[src/rtl/mem_access_ctrl.sv]
// mem_access_ctrl: sequences one core memory request at a time onto the data/xdata memory block
//   clk, rst                      clock, asynchronous active-high reset
//   req_valid/req_ready           request handshake; req_op, req_addr, req_wdata, req_bit describe it
//   resp_valid/resp_ready         response handshake; resp_data, resp_err carry the result
//   rd_addr, data_rd_en, xdata_rd_en, rd_data, rd_vld      memory read side
//   wr_addr, wr_data, data_wr_en, xdata_wr_en              memory write side
module mem_access_ctrl #(
    parameter int TIMEOUT = 15,
    parameter int CNT_W   = 8
) (
    input  logic        clk,
    input  logic        rst,
    input  logic        req_valid,
    output logic        req_ready,
    input  logic [2:0]  req_op,
    input  logic [15:0] req_addr,
    input  logic [7:0]  req_wdata,
    input  logic [2:0]  req_bit,
    output logic        resp_valid,
    input  logic        resp_ready,
    output logic [7:0]  resp_data,
    output logic        resp_err,
    output logic [15:0] rd_addr,
    output logic        data_rd_en,
    output logic        xdata_rd_en,
    input  logic [7:0]  rd_data,
    input  logic        rd_vld,
    output logic [15:0] wr_addr,
    output logic [7:0]  wr_data,
    output logic        data_wr_en,
    output logic        xdata_wr_en
);
    typedef enum logic [1:0] {IDLE, READ, WRITE, RESP} state_t;
    state_t           state;
    logic [2:0]       op_q;
    logic [2:0]       bit_q;
    logic [CNT_W-1:0] cnt;
    logic [15:0]      addr_eff;
    logic [7:0]       mask;
    logic [7:0]       mod_byte;
    always_comb begin
        // data space only decodes the low byte; the upper byte goes out as zero
        addr_eff = (req_op == 3'd1 || req_op == 3'd3) ? req_addr : {8'h00, req_addr[7:0]};
        mask     = 8'd1 << bit_q;
        mod_byte = (op_q == 3'd4) ? (rd_data | mask) : (op_q == 3'd5) ? (rd_data & ~mask) : (rd_data ^ mask);
    end
    assign req_ready = (state == IDLE);
    always_ff @(posedge clk or posedge rst) begin
        if (rst) begin
            state       <= IDLE;
            op_q        <= '0;
            bit_q       <= '0;
            cnt         <= '0;
            resp_valid  <= 1'b0;
            resp_err    <= 1'b0;
            resp_data   <= '0;
            rd_addr     <= '0;
            wr_addr     <= '0;
            wr_data     <= '0;
            data_rd_en  <= 1'b0;
            xdata_rd_en <= 1'b0;
            data_wr_en  <= 1'b0;
            xdata_wr_en <= 1'b0;
        end else begin
            case (state)
                IDLE: if (req_valid) begin
                    op_q      <= req_op;
                    bit_q     <= req_bit;
                    cnt       <= '0;
                    rd_addr   <= addr_eff;
                    wr_addr   <= addr_eff;
                    wr_data   <= req_wdata;
                    resp_data <= req_wdata;
                    resp_err  <= 1'b0;
                    if (req_op == 3'd7) begin
                        state      <= RESP;
                        resp_valid <= 1'b1;
                        resp_err   <= 1'b1;
                        resp_data  <= 8'hFF;
                    end else if (req_op == 3'd2 || req_op == 3'd3) begin
                        state       <= WRITE;
                        data_wr_en  <= (req_op == 3'd2);
                        xdata_wr_en <= (req_op == 3'd3);
                    end else begin
                        state       <= READ;
                        data_rd_en  <= (req_op != 3'd1);
                        xdata_rd_en <= (req_op == 3'd1);
                    end
                end
                READ: begin
                    // cnt == 0 marks the first READ cycle, where rd_vld may still be stale
                    if (cnt != '0 && rd_vld) begin
                        data_rd_en  <= 1'b0;
                        xdata_rd_en <= 1'b0;
                        resp_data   <= rd_data;
                        if (op_q[2]) begin
                            state      <= WRITE;
                            wr_data    <= mod_byte;
                            data_wr_en <= 1'b1;
                        end else begin
                            state      <= RESP;
                            resp_valid <= 1'b1;
                        end
                    end else if (cnt == CNT_W'(TIMEOUT - 1)) begin
                        data_rd_en  <= 1'b0;
                        xdata_rd_en <= 1'b0;
                        state       <= RESP;
                        resp_valid  <= 1'b1;
                        resp_err    <= 1'b1;
                        resp_data   <= 8'hFF;
                    end else begin
                        cnt <= cnt + CNT_W'(1);
                    end
                end
                WRITE: begin
                    data_wr_en  <= 1'b0;
                    xdata_wr_en <= 1'b0;
                    state       <= RESP;
                    resp_valid  <= 1'b1;
                end
                RESP: if (resp_ready) begin
                    resp_valid <= 1'b0;
                    state      <= IDLE;
                end
            endcase
        end
    end
endmodule
[config.mk]
export PLATFORM = sky130hd
export DESIGN_NAME = mem_access_ctrl
export DESIGN_NICKNAME = d
export VERILOG_FILES = /design/src/rtl/mem_access_ctrl.sv
export SDC_FILE = /design/constraint.sdc
export NUM_CORES = 1
export LEC_CHECK = 0
export ABC_AREA = 1
export CAP_MARGIN = 0
export CORE_AREA = 5 5 94 139
export DETAILED_ROUTE_END_ITERATION = 8
export DIE_AREA = 0 0 99 144
export GPL_ROUTABILITY_DRIVEN = 0
export SLEW_MARGIN = 40
export SYNTH_ARGS = -nofsm -noshare
export SYNTH_HDL_FRONTEND = slang
export SYNTH_SLANG_ARGS = --single-unit
[constraint.sdc]
create_clock -name clk -period 1.75 [get_ports clk]
set_input_delay 0.35 -clock clk [delete_from_list [all_inputs] [get_ports clk]]
set_output_delay 0.35 -clock clk [all_outputs]
set_load 0.05 [all_outputs]
After elaboration in Yosys (flattened, before gate mapping) --
Cells that the tools add are included.
Storage, ports and cells: bits in registers 54, output and inout port bits 55
Cells by class: $add $sub $neg 1, equal/unequal tests 24, shift-type cells 1, muxes and demuxes 55, bitwise gates (word level) 4, reduce and logical (&&, ||, !) cells 18
Operator list (count):
- $mux W8 | 12
- $pmux W8 S2 | 3
- $mux W1 | 26
- $ne A2 B2 Y1 const B | 9
- $mux W16 | 1
- $reduce_and A4 Y1 | 4
- $mux W2 | 6
- $reduce_and A5 Y1 | 2
- $eq A3 B3 Y1 const B | 3
- $add A8 B1 Y8 const B | 1
- $and A8 B8 Y8 | 1
- $eq A8 B4 Y1 const B | 1
- $not A8 Y8 | 1
- $or A8 B8 Y8 | 1
- $pmux W1 S2 | 4
- $pmux W2 S4 | 1
- $reduce_bool A8 Y1 | 1
- $shl A1 B3 Y8 const A | 1
- $xor A8 B8 Y8 | 1
- $eq A3 B2 Y1 const B | 2
- $ne A3 B3 Y1 const B | 2
- $reduce_and A3 Y1 | 2
- $reduce_and A6 Y1 | 1
- $eq A2 B2 Y1 const B | 2
- other kinds (12) | 15

Depth between registers and ports, before layout --
depth after elaboration 8, mapped depth 11, mapped depth without buffers 11

Worst setup path before layout --
Ideal clock, no wire load.
kind flip-flop to flip-flop, start point reg state[0], end point reg wr_data[0], data arrival time 1790 ps, path slack -159 ps, cell stages (with the launch flop) 9, buffers on the path 1, path through dfrtp_1 -> inv_1 -> ha_1 -> nand2_1 -> nand2_2 -> buf_4 -> nand2_2 -> nand2_1 -> nand2_1
On the way: cells in the longest elaborated chain, start to end 3
Ends and longest elaborated chain:
- start, declared | RTL line 34 | state_t state;
- start signal, assigned | RTL line 50 | state <= IDLE;
- start signal, assigned | RTL line 76 | state <= RESP;
- start signal, assigned | RTL line 81 | state <= WRITE;
- $logic_not A2 Y1 *
- net req_ready | RTL line 14 | output logic req_ready,
- $ne A2 B2 Y1 (no line) or $reduce_bool A2 Y1 (tied branches)
- $reduce_and A4 Y1 (no line)
- end signal, assigned | RTL line 72 | wr_data <= req_wdata;
- end signal, assigned | RTL line 98 | wr_data <= mod_byte;
- end, declared | RTL line 29 | output logic [7:0] wr_data,
The timed path passes the listed nets; every way through them passes the cells marked *. A chain may end at the register's enable or synchronous reset.

Worst setup path in the final report --
start point reg cnt[1], end point reg resp_data[0]
On the way: cells in the longest elaborated chain, start to end 4
Ends and longest elaborated chain:
- start, declared | RTL line 37 | logic [CNT_W-1:0] cnt;
- start signal, assigned | RTL line 112 | cnt <= cnt + CNT_W'(1);
- $reduce_bool A8 Y1 | RTL line 92 | if (cnt != '0 && rd_vld) begin
- $logic_and A1 B1 Y1 | RTL line 92
- $ne A3 B3 Y1 (no line) or $mux W8 (tied branches)
- $reduce_and A3 Y1 (no line) or $pmux W8 S2 (tied branches)
- end signal, assigned | RTL line 73 | resp_data <= req_wdata;
- end signal, assigned | RTL line 95 | resp_data <= rd_data;
- end, declared | RTL line 21 | output logic [7:0] resp_data,
Parallel ways exist; a longest one is shown, timed or not.

==> metrics <==
outcome finished, final reports clean; Worst Max-Slew Pin Slew approximately 0.45 ns; Clock power frac around 11%; Post-DRT Antenna Nets 0; Comb pwr share 65.5%; P_int approximately 0.0043 W; Slew HR between 60% and 70%; Net Sw Frac between 50% and 60%; Reg power frac between 20% and 30%; layout cells sized above 1 a little under a quarter; Worst setup EP type register; Async SR Flop Fraction between 90% and 100%; Period Utilization, post-route slightly above 90%; WL/cell around 13 µm; Root Driver clkbuf_16; Syn Std Cell Area ~3400 µm²; Worst EP arrival ~1.8 ns; number of clock sinks 54; Main synth FF type dfrtp_1; pre-CTS WS -0.0205 ns; initial core utilization approximately 29%; CP Cell Sequence buf_4 -> ha_1 -> nand3_1 -> nor2_2 -> nor2_4 -> nand2_4 -> nand2_4 -> inv_4 -> nand2_1 -> nand2_1; Mapped Cells 450; CP Class register to register; initial antenna violation count 0; leakage about 2.4 nW; chip width approximately 99 µm; Area contributors post-synth dfrtp_1, nand2_1, ha_1, nand3_1, buf_4; first-pass GRT wire length 15.7 mm; Sum Neg Setup Slack 0 ns; EDFF count, synth 0; HP Class primary input to async pin; Synth Net Count just over 500; DR pass1 iterations 4; final slew viol count 0; Setup-failing EPs final 0; Clk pin slew, worst setup/hold paths ~0.08 ns; R2R depth 10; min setup slack post-route approximately 0.14 ns; total number of yosys warnings 0; IO Count just under 100; vias about 3200; worst vdd ir a little over 0.0009 V; Max Fclk 621 MHz; Crit. Startpoint cnt[1]; Synth top area share between 30% and 40%; grt ovf 0; top cell type by total area after synthesis dfrtp_1; hpwl dp about 7.6 mm; DIE AREA 14300 µm²; clk_skew ~0.015 ns; P_sw ~0.0051 W; clk buf depth 2; Crit path largest cell delay 0.42 ns; synthesized area per cell between 7 and 8 µm²; CP max FO 9; fin crit period ~1.6 ns; Vias/cell around 4.5; Clock Latency Late Sink approximately 0.31 ns; starting DRC count in detailed routing about 200; Max Cap Viol 0; crit start category register; post-synthesis sequential element count 54; CTS buffer count 5; Distinct cells, synth 31; Routed WL around 9.5 mm; drt drc 0; largest net degree at the start of global routing 25; Pwr Density roughly 2000 nW/µm²; Area Growth Syn to Fin 38.5%; Nets 619; register-to-register setup slack roughly 0.14 ns; Fin. Hold Viols 0; area of the multi-input gates ~1800 µm²; CTS tree built; worst reg2reg startpoint cnt[1]; GRT Total Usage a little over an eighth; Core Area roughly 12000 µm²; Post-Layout Cell Count just over 700; dpl cells a little under 700; CP max-delay cell dfrtp_1; Die Ht approximately 140 µm; RSZ-0062 raised after global routing no; number of global-route vias before repair around 3300; Req. time, crit path about 1.9 ns; fillers between 1000 and 1500; Port-buffer cells 97; Power, Total approximately 0.0094 W; Worst Hold Slack 0.361 ns; Ant. Diodes 0; storage element area about 1400 µm²; Cell Rows 49; sequential share of the synthesized area between 30% and 40%; H-tree depth 2; Worst R2R End resp_data[0]
[stage by stage]
| stage | cell area, µm² | util, % |
|---|---|---|
| after global routing | 4740 | 40.0 |
| after global placement | 4490 | 38.0 |
| after detailed placement | 4490 | 38.0 |
| final | 4740 | 40.0 |
| after CTS | 4650 | 39.3 |
| after floorplan | 3420 | - |
[cell type report]
class	count	area share (%)
Multi-Input combinational cell	328	37.8
Sequential cell	54	28.6
Timing Repair Buffer	123	23.1
Tap cell	153	4.04
Inverter	40	3.30
Clock buffer	5	2.64
Clock inverter	3	0.555
[power groups by stage]
stage | logic (W) | registers [W] | clock network [W]
2_1_floorplan | 0.00311 | 0.00347 | 0
3_3_place_gp | 0.00603 | 0.00220 | 0
3_5_place_dp | 0.00609 | 0.00221 | 0
4_1_cts | 0.00612 | 0.00219 | 0.00108
5_1_grt | 0.00671 | 0.00227 | 0.00114
6_report | 0.00617 | 0.00220 | 0.00105
[critical path: cells and delay by family, from the launching register on]
family / cells / cell delay, ns
flops: 1 / 0.42
buf+inv: 2 / 0.22
fa+ha+maj: 1 / 0.17
simple gates: 7 / 0.69
[worst max-delay path by stage]
stage	endpoint	slack, ns	depth (start not counted)
global route	resp_data[5]	0.001	10
floorplan	resp_valid	0.05	10
global placement	resp_data[4]	0.004	8
CTS	cnt[2]	0.05	9
detailed placement	resp_data[5]	-0.02	8
finish	resp_data[0]	0.14	10
[timing repair]
action | CTS | global route
setup endpoints to repair | 4 | 30
pin swaps | 0 | 4
resized for setup | 1 | 15
cloned | 0 | 0
buffers inserted | 0 | 3
hold buffers | 0 | 0
[flip-flops by register name, summed over array words and instances (netlist names)]
register and cells:
wr_addr 16, cnt 8, resp_data 8, wr_data 8
bit_q 3, op_q 3, state 2, data_rd_en 1
data_wr_en 1, resp_err 1, resp_valid 1, xdata_rd_en 1
xdata_wr_en 1
[cell usage in the layout (no fill, tap or decap), types with 2 or more instances in the layout]
cell | Yosys | layout
nand3_4 | 0 | 2
o31ai_1 | 2 | 2
o21ai_1 | 5 | 5
inv_6 | 0 | 2
inv_1 | 32 | 28
nand2_1 | 158 | 158
clkdlybuf4s50_1 | 0 | 42
nand2_4 | 5 | 6
ha_4 | 0 | 2
o21bai_1 | 2 | 2
nand4_1 | 10 | 10
inv_2 | 6 | 9
buf_4 | 18 | 75
dfrtp_1 | 54 | 53
nor2_1 | 20 | 20
o21ai_0 | 15 | 15
a21oi_2 | 0 | 4
or2_2 | 2 | 2
a21oi_1 | 10 | 6
buf_12 | 0 | 5
ha_1 | 24 | 21
nor2_2 | 4 | 4
clkbuf_16 | 0 | 5
nand3_1 | 58 | 58
xor2_1 | 2 | 2
[synthesized netlist by cell type, types with 2 or more instances]
cell      number
a21oi_1       10
buf_2          6
buf_4         18
clkbuf_1       3
dfrtp_1       54
ha_1          24
inv_1         32
inv_2          6
nand2_1      158
nand2_2        2
nand2_4        5
nand3_1       58
nand3_2        3
nand4_1       10
nor2_1        20
nor2_2         4
o21ai_0       15
o21ai_1        5
o21bai_1       2
o31ai_1        2
or2_2          2
xor2_1         2
[per-layer routing]
| metal | part of all wire [%] | GRT usage (%) | wire length [µm] | vias up |
|---|---|---|---|---|
| li1 | - | - | - | 1625 |
| met1 | 38 | 14.7 | 3640 | 1495 |
| met2 | 56 | 25.9 | 5300 | 75 |
| met3 | 4.3 | 2.90 | 404 | 8 |
| met4 | 1.4 | 4.39 | 131 | 0 |
| met5 | 0 | 0 | 0 | - |
[cells by family after synthesis]
logic type	count (synthesis)	share of synthesized area [%]
AO/OA/AOI/OAI	36	5.97
XOR/XNOR	3	0.769
adder cells (fa/ha/maj)	24	8.78
buffers and inverters	68	9.96
flip-flops	54	39.5
AND/OR/NAND/NOR	265	35.0
Power figures use the tool's default switching activity.
